[config.mk]
export PLATFORM = sky130hd
export DESIGN_NAME = axis_pkt_arbiter_2to1
export DESIGN_NICKNAME = d
export VERILOG_FILES = /design/src/rtl/axis_pkt_arbiter_2to1.sv
export SDC_FILE = /design/constraint.sdc
export NUM_CORES = 1
export LEC_CHECK = 0
export CORE_MARGIN = 2
export CORE_UTILIZATION = 60
export CTS_CLUSTER_DIAMETER = 150
export DETAILED_ROUTE_END_ITERATION = 10
export DONT_BUFFER_PORTS = 1
export PLACE_DENSITY_LB_ADDON = 0.05
export SLEW_MARGIN = 15
export SYNTH_ARGS = -nofsm -noshare
export SYNTH_HDL_FRONTEND = slang
export SYNTH_SLANG_ARGS = --single-unit
[constraint.sdc]
create_clock -name clk -period 2.7 [get_ports clk]
set_input_delay 0.54 -clock clk [delete_from_list [all_inputs] [get_ports clk]]
set_output_delay 0.54 -clock clk [all_outputs]
set_load 0.01 [all_outputs]
[src/rtl/axis_pkt_arbiter_2to1.sv]
// ----------------------------------------------------------------------------
// axis_pkt_arbiter_2to1
//
// Packet-level 2:1 AXI-Stream arbiter. Two slave streams (A, B) compete for a
// single master stream. Ownership is granted per packet: once an input wins
// arbitration it keeps the output until its tlast beat is accepted, then the
// arbiter returns to IDLE for one dead cycle before the next decision.
//
// Arbitration modes (sampled only in IDLE):
//   prio_mode = 0 : round-robin, a tie goes to the input that did not own the
//                   most recently completed packet.
//   prio_mode = 1 : fixed priority, A wins every tie.
//
// Ports:
//   clk, resetn            clock, asynchronous active-low reset
//   s_axis_*_A / s_axis_*_B  AXI-Stream slave inputs A and B
//   m_axis_*               AXI-Stream master output (one register stage)
//   prio_mode              arbitration mode select
//   grant                  one-hot owner, bit0 = A, bit1 = B, 2'b00 when idle
//   pkt_count_A/B          wrapping count of packets forwarded per input
// ----------------------------------------------------------------------------
module axis_pkt_arbiter_2to1 #(
  parameter int DATA_WIDTH = 32,
  parameter int CNT_WIDTH  = 16
) (
  input  logic                  clk,
  input  logic                  resetn,

  input  logic [DATA_WIDTH-1:0] s_axis_tdata_A,
  input  logic                  s_axis_tvalid_A,
  output logic                  s_axis_tready_A,
  input  logic                  s_axis_tlast_A,

  input  logic [DATA_WIDTH-1:0] s_axis_tdata_B,
  input  logic                  s_axis_tvalid_B,
  output logic                  s_axis_tready_B,
  input  logic                  s_axis_tlast_B,

  output logic [DATA_WIDTH-1:0] m_axis_tdata,
  output logic                  m_axis_tvalid,
  input  logic                  m_axis_tready,
  output logic                  m_axis_tlast,

  input  logic                  prio_mode,
  output logic [1:0]            grant,
  output logic [CNT_WIDTH-1:0]  pkt_count_A,
  output logic [CNT_WIDTH-1:0]  pkt_count_B
);

  typedef enum logic [1:0] {
    IDLE    = 2'd0,
    GRANT_A = 2'd1,
    GRANT_B = 2'd2
  } state_t;

  // Encoding of the last-owner flag.
  localparam logic SRC_A = 1'b0;
  localparam logic SRC_B = 1'b1;

  state_t                state_reg;
  state_t                state_next;
  logic                  last_grant_reg;
  logic                  last_grant_next;

  logic                  ready;
  logic                  accept;
  logic                  accept_last_a;
  logic                  accept_last_b;
  logic [DATA_WIDTH-1:0] accept_data;
  logic                  accept_last;

  // The output register can take a new beat when it is empty or draining.
  assign ready = !m_axis_tvalid || m_axis_tready;

  // --------------------------------------------------------------------------
  // FSM state register
  // --------------------------------------------------------------------------
  always_ff @(posedge clk or negedge resetn) begin
    if (!resetn) begin
      state_reg      <= IDLE;
      last_grant_reg <= SRC_B;   // so A wins the first tie after reset
    end else begin
      state_reg      <= state_next;
      last_grant_reg <= last_grant_next;
    end
  end

  // --------------------------------------------------------------------------
  // FSM next-state, slave handshakes and beat selection
  // --------------------------------------------------------------------------
  always_comb begin
    state_next      = state_reg;
    last_grant_next = last_grant_reg;
    s_axis_tready_A = 1'b0;
    s_axis_tready_B = 1'b0;
    accept          = 1'b0;
    accept_last_a   = 1'b0;
    accept_last_b   = 1'b0;
    accept_data     = '0;
    accept_last     = 1'b0;

    case (state_reg)
      IDLE: begin
        // Arbitration cycle only: nothing is accepted here.
        if (s_axis_tvalid_A && s_axis_tvalid_B) begin
          if (prio_mode || (last_grant_reg == SRC_B)) begin
            state_next = GRANT_A;
          end else begin
            state_next = GRANT_B;
          end
        end else if (s_axis_tvalid_A) begin
          state_next = GRANT_A;
        end else if (s_axis_tvalid_B) begin
          state_next = GRANT_B;
        end
      end

      GRANT_A: begin
        s_axis_tready_A = ready;
        accept_data     = s_axis_tdata_A;
        accept_last     = s_axis_tlast_A;
        if (s_axis_tvalid_A && ready) begin
          accept = 1'b1;
          if (s_axis_tlast_A) begin
            accept_last_a   = 1'b1;
            last_grant_next = SRC_A;
            state_next      = IDLE;
          end
        end
      end

      GRANT_B: begin
        s_axis_tready_B = ready;
        accept_data     = s_axis_tdata_B;
        accept_last     = s_axis_tlast_B;
        if (s_axis_tvalid_B && ready) begin
          accept = 1'b1;
          if (s_axis_tlast_B) begin
            accept_last_b   = 1'b1;
            last_grant_next = SRC_B;
            state_next      = IDLE;
          end
        end
      end

      default: begin
        state_next = IDLE;
      end
    endcase
  end

  // --------------------------------------------------------------------------
  // Output register stage. Data/last hold when no new beat is loaded so the
  // bus stays stable under backpressure.
  // --------------------------------------------------------------------------
  always_ff @(posedge clk or negedge resetn) begin
    if (!resetn) begin
      m_axis_tdata  <= '0;
      m_axis_tlast  <= 1'b0;
      m_axis_tvalid <= 1'b0;
    end else if (accept) begin
      m_axis_tdata  <= accept_data;
      m_axis_tlast  <= accept_last;
      m_axis_tvalid <= 1'b1;
    end else if (ready) begin
      m_axis_tvalid <= 1'b0;
    end
  end

  // --------------------------------------------------------------------------
  // Grant is registered from the next state, so it always matches the state
  // register and rises in the cycle the FSM enters GRANT_x.
  // --------------------------------------------------------------------------
  always_ff @(posedge clk or negedge resetn) begin
    if (!resetn) begin
      grant <= 2'b00;
    end else begin
      grant <= {state_next == GRANT_B, state_next == GRANT_A};
    end
  end

  // --------------------------------------------------------------------------
  // Per-input packet counters, naturally wrapping.
  // --------------------------------------------------------------------------
  always_ff @(posedge clk or negedge resetn) begin
    if (!resetn) begin
      pkt_count_A <= '0;
      pkt_count_B <= '0;
    end else begin
      if (accept_last_a) begin
        pkt_count_A <= pkt_count_A + CNT_WIDTH'(1);
      end
      if (accept_last_b) begin
        pkt_count_B <= pkt_count_B + CNT_WIDTH'(1);
      end
    end
  end

endmodule

==> metrics.txt <==
crit-path max FO=15; worst hold slack=0.04996 ns; Largest register FFs=32; CTS tree=yes; sequential area share after synthesis=53.46%; Die Ht=78.45 um; post-CTS sizing=0; Worst EP required=2.16 ns; FF+latch area=1778 um^2; DRT iter0 DRCs=104; RSZ-0062 raised after global routing=false; first-pass GRT wire length=11.08 mm; GRT overflow=0; Worst Reg2Reg Path Length in Cells=6; DR WL/cell=16.83 um; worst vdd ir=0.0005703 V; post-synth top area share=52.67%; Final Critical Period=2.325 ns; Clock Skew=0.01281 ns; GRT Total Usage=23.05%; Max Buffers Root-to-Sink=2; Startpoint Class=flop; synth top area cells=dfrtp_1 53%, a22oi_1 7.4%, xnor2_1 6.1%, nand2_1 5.1%, o21ai_0 4.8%; clock tree root driver cell=clkbuf_8; Setup TNS Final=0 ns; fraction of layout cells with a size suffix above 1=10.58%; vias in the first global route=2261; final WL=6.463 mm; Yosys warning total=0; number of iterations in the first detailed-routing pass=4; Netlist Area Pre-Place=3326 um^2; post-route ant nets=0; WS Path Type=reg -> out; ys flop type=dfrtp_1; multi-input logic area=1418 um^2; Reg-to-Reg Start=state_reg[1]; maxcap violations=0; area grow syn2layout=7.524%; clock sinks=71; DIE AREA=6154 um^2; pin count of the biggest net entering global routing=71; status=completed; Core ar.=5439 um^2; antenna violations before repair=0; EDFF count, synth=0; PwrDens=950.6 nW/um^2; via density per instance=5.854; Final Power=3.399 mW; Slew Limit Fails=0; Critical Path End Type=output pin; Mean Syn Cell Area=10.63 um^2; Fmax=430.0 MHz; H-tree level count=3; post-CTS setup buffer count=0; Worst Hold Class=in -> async; Initial Utilization=61.15%; post-synthesis net count=391; Top Ports=142; die extent in x=78.45 um; Syn Inst Count=313; final hold violation count=0; CTS Buf Count=9; Yosys cell types=39; cell taking the most area after synthesis=dfrtp_1; Largest regs=m_axis_tdata x32, pkt_count_A x16, pkt_count_B x16; reg-to-reg slack, setup=0.58 ns; Worst EP arrival=1.79 ns; Setup-failing EPs final=0; Layout Nets=385; commonest cells after routing, fill and taps aside=70 x dfrtp_1, 45 x nand2_1, 33 x a22oi_1; most common cell after layout, fill and taps aside=dfrtp_1; Pleak=1.550 nW; port buffer count=0; Biggest register=m_axis_tdata; Placer Congestion=0.7115; clk slew on worst S/H paths=0.07 ns; crit share post-route=86.13%; hpwl dp=4.524 mm; Yosys reg bits=71; via count=2248; Slew headroom=59.91%; # diodes=0; ys async rst share=100.0%; DRC=0; Setup crit start=state_reg[0]; R2R Path End=pkt_count_A[12]; worst slew pin tran=0.6014 ns; Clock Latency Late Sink=0.34 ns; number of filler cells placed in the layout=418; row count=27
## timing repair
item | 4_1_cts | 5_1_grt
hold buffers | 1 | 0
hold endpoints to repair | 70 | 0
endpoints found under the setup margin | 0 | 0
## worst max path at each step
stage | to | slack (ns) | depth (start not counted)
final | s_axis_tready_B | 0.37 | 4
after global routing | s_axis_tready_B | 0.21 | 4
after CTS | s_axis_tready_B | 0.32 | 4
after detailed placement | pkt_count_A[13] | 0.60 | 6
after global placement | pkt_count_A[13] | 0.66 | 6
after floorplan | s_axis_tready_A | 0.69 | 5
## routing by layer
layer | vias up | wire length (um) | track usage [%]
li1 | 1093 | - | -
met1 | 1060 | 2865 | 30.45
met2 | 87 | 3100 | 35.86
met3 | 8 | 422 | 6.322
met4 | 0 | 74 | 10.00
met5 | - | 0 | 0
## worst max-delay path, cell delays in order, from the launching register on
cell and delay [ns]:
dfrtp_1 0.42, inv_1 0.12, ha_1 0.48, inv_1 0.18, nor2_1 0.26
## report_power, final
| part | leakage, nW | internal (mW) | switching (mW) |
|---|---|---|---|
| combinational | 0.526 | 0.347 | 0.503 |
| sequential | 0.926 | 1.35 | 0.373 |
| clock | 0.0981 | 0.447 | 0.380 |
| total | 1.55 | 2.14 | 1.26 |
## kinds of logic after synthesis
group	count (synthesis)	synth area share [%]
multiplexers	1	0.3386
AND/OR/NAND/NOR	100	16.85
XOR/XNOR	30	7.901
adder cells (fa/ha/maj)	6	2.257
AO/OA/AOI/OAI	76	15.12
flip-flops	71	53.46
buffers and inverters	29	4.063
## synth_stat cells, types with 2 or more instances
cell,count
dfrtp_1,70
ha_1,6
and2_1,3
nor3b_1,3
o21ai_1,3
nand4_1,10
nand2_1,45
nor2b_1,2
xor2_1,7
inv_1,8
nand3_1,9
buf_6,2
a22oi_1,33
nor2_1,7
o21ai_0,32
clkbuf_1,12
xnor2_1,23
a311oi_1,2
or3_1,2
and4_1,3
and3_1,4
buf_2,6
nor3_2,4
nor3_1,2
## cell type report
type | count | share of cell area (%)
Clock buffer | 10 | 3.849
Clock inverter | 6 | 1.679
Inverter | 8 | 0.8397
Multi-Input combinational cell | 213 | 39.64
Sequential cell | 71 | 49.72
Tap cell | 72 | 2.519
Timing Repair Buffer | 4 | 1.749
## per-stage QoR
stage	utilization (%)	setup WS, ns	instances	instance area (um^2)
floorplan	-	0.6887	313	3326
global placement	61.61	0.6596	367	3351
detailed placement	61.61	0.6039	367	3351
CTS	65.75	0.3219	384	3576
global route	65.75	0.2058	384	3576
finish	65.75	0.3745	384	3576
(Power assumes the default switching activity.)
==> edit (same flow settings) <==
Register the output `pkt_count_A` once more, cleared by the reset; this adds one clock of latency there. The other outputs are not delayed to match.
--- a/src/rtl/axis_pkt_arbiter_2to1.sv
+++ b/src/rtl/axis_pkt_arbiter_2to1.sv
@@ -59,2 +59,4 @@
 
+  logic [CNT_WIDTH-1:0] pkt_count_A_s0;
+
   state_t                state_reg;
@@ -186,3 +188,3 @@
     if (!resetn) begin
-      pkt_count_A <= '0;
+      pkt_count_A_s0 <= '0;
       pkt_count_B <= '0;
@@ -190,3 +192,3 @@
       if (accept_last_a) begin
-        pkt_count_A <= pkt_count_A + CNT_WIDTH'(1);
+        pkt_count_A_s0 <= pkt_count_A_s0 + CNT_WIDTH'(1);
       end
@@ -198,2 +200,10 @@
 
+  always_ff @(posedge clk or negedge resetn) begin
+    if (!resetn) begin
+      pkt_count_A <= '0;
+    end else begin
+      pkt_count_A <= pkt_count_A_s0;
+    end
+  end
+
 endmodule
Behaviour: not the same (a bounded check fails within 4 cycles, from zero or initial values and one cycle with resetn low).
==> edit against the unedited design <==
  * Area after synthesis is 12% higher
  * Sequential cell count is 16 higher
  * Die area increased by 11%
  * Setup slack worse by 0.097 ns
  * Routed wire length up 11%
  * Power up 13%
  * Count of clock-buffer cells in the layout fell by 1
  * Final area grew 12%
==> edit: results (changes against the unedited design) <==
| Metric | Value |
|---|---|
| Post-synthesis xor/xnor area fraction | `0.0708 (-0.00823)` |
| Avg Vias per Cell | `5.88 (+0.49%)` |
| Worst Skew | `0.00787 ns (-0.00494 ns)` |
| Ys async rst share | `1.00 (unchanged)` |
| Slowest-stage cell, CP | `dfrtp_1` |
| Compound-Gate Fraction of Synth Area | `0.131 (-0.0205)` |
| Peak supply drop | `591 uV (+3.7%)` |
| Worst slack at placement | `0.486 ns (-0.118 ns)` |
| Synthesized net count | `413 (+5.6%)` |
| All-Layer GR Usage | `0.219 (-0.0114)` |
| Synth cell types | `36 (-7.7%)` |
| CP top delay family | `buffers and inverters` |
| Wl on met1 | `3.05 mm (+6.6%)` |
| P_leak | `1.81 nW (+17%)` |
| Ranking of synthesized cells by area | `dfrtp_1 (58%), a22oi_1 (6.5%), nand2_1 (4.7%), o21ai_0 (4.6%), xor2_1 (3.8%)` |
| Top cells by count, synth | `dfrtp_1 (86), nand2_1 (46), o21ai_0 (34)` |
| Highest cell delay on the worst timing path | `0.43 ns (-0.05 ns)` |
| Largest net degree at the start of global routing | `87 (+23%)` |
| Detail Placement HPWL | `5.03 mm (+11%)` |
| Fraction of layout cells with a size suffix above 1 | `0.101 (-0.00428)` |
| Status | `finished clean` |
| Synth Area in Adders | `0.0202 (-0.00235)` |
| Fillers | `473 (+13%)` |
| Sequential area share after synthesis | `0.587 (+0.0522)` |
| Critical Path AT | `1.88 ns (+0.09 ns)` |
| First-pass GRT wire length | `11.0 mm (-0.43%)` |
| Post-DP Area | `3750 um^2 (+12%)` |
| Layout Cells excl Fill | `410 (+6.8%)` |
| Syn Inst Count | `335 (+7.0%)` |
| Slew Limit Headroom | `0.587 (-0.0119)` |
| Crit-path max FO | `31 (+16)` |
| Gpl congestion | `0.827 (+16%)` |
edit: cell count changes after synthesis, sizes merged, moves of 2 or more:
cell,unedited run,this run
a31oi,0,2
nor3,6,12
and3,5,2
a311oi,3,1
clkbuf,12,10
nand4,11,7
xnor2,23,14
dfrtp,70,86
xor2,7,16
mux2,1,3
nor2,7,12
edit: kinds of logic (layout without fill, tap and decap cells):
family,after synthesis,count (layout)
compound gates,74,74
flops,87,87
fa+ha+maj,6,6
xor+xnor,30,30
buf+inv,29,29
simple gates,106,106
mux,3,3
edit: path summary, 6_finish.rpt:
path | startpoint | to | slack [ns] | depth (start not counted)
min in group clk | s_axis_tvalid_A | pkt_count_A_s0[4] | 0.37 | 2
min | resetn | last_grant_reg | 0.03 | 0
max | state_reg[0] | s_axis_tready_B | 0.28 | 4
max in group asynchronous | resetn | m_axis_tdata[15] | 2.30 | 1
min reg2reg | pkt_count_A_s0[14] | pkt_count_A[14] | 0.38 | 0
max reg2reg | state_reg[1] | pkt_count_A_s0[15] | 0.46 | 6
edit: power breakdown:
group          switching (mW)  internal, mW
Combinational           0.507         0.356
Clock                   0.456         0.522
Sequential              0.382          1.62
Total                    1.34          2.49
edit: cell type report:
type	instances	area [um^2]	share of cell area
clock buffer	9	124	0.0310
clock inverter	7	96.3	0.0241
inverter	9	33.8	0.00845
multi-input combinational	219	1410	0.352
sequential	87	2180	0.545
tap	75	93.8	0.0235
timing repair buffer	4	62.6	0.0157
edit: routing by layer:
| layer | up-vias | global-route usage |
|---|---|---|
| met2 | 99 | 0.325 |
| met5 | - | 0 |
| met1 | 1146 | 0.298 |
| li1 | 1158 | - |
| met4 | 0 | 0.100 |
| met3 | 9 | 0.0652 |
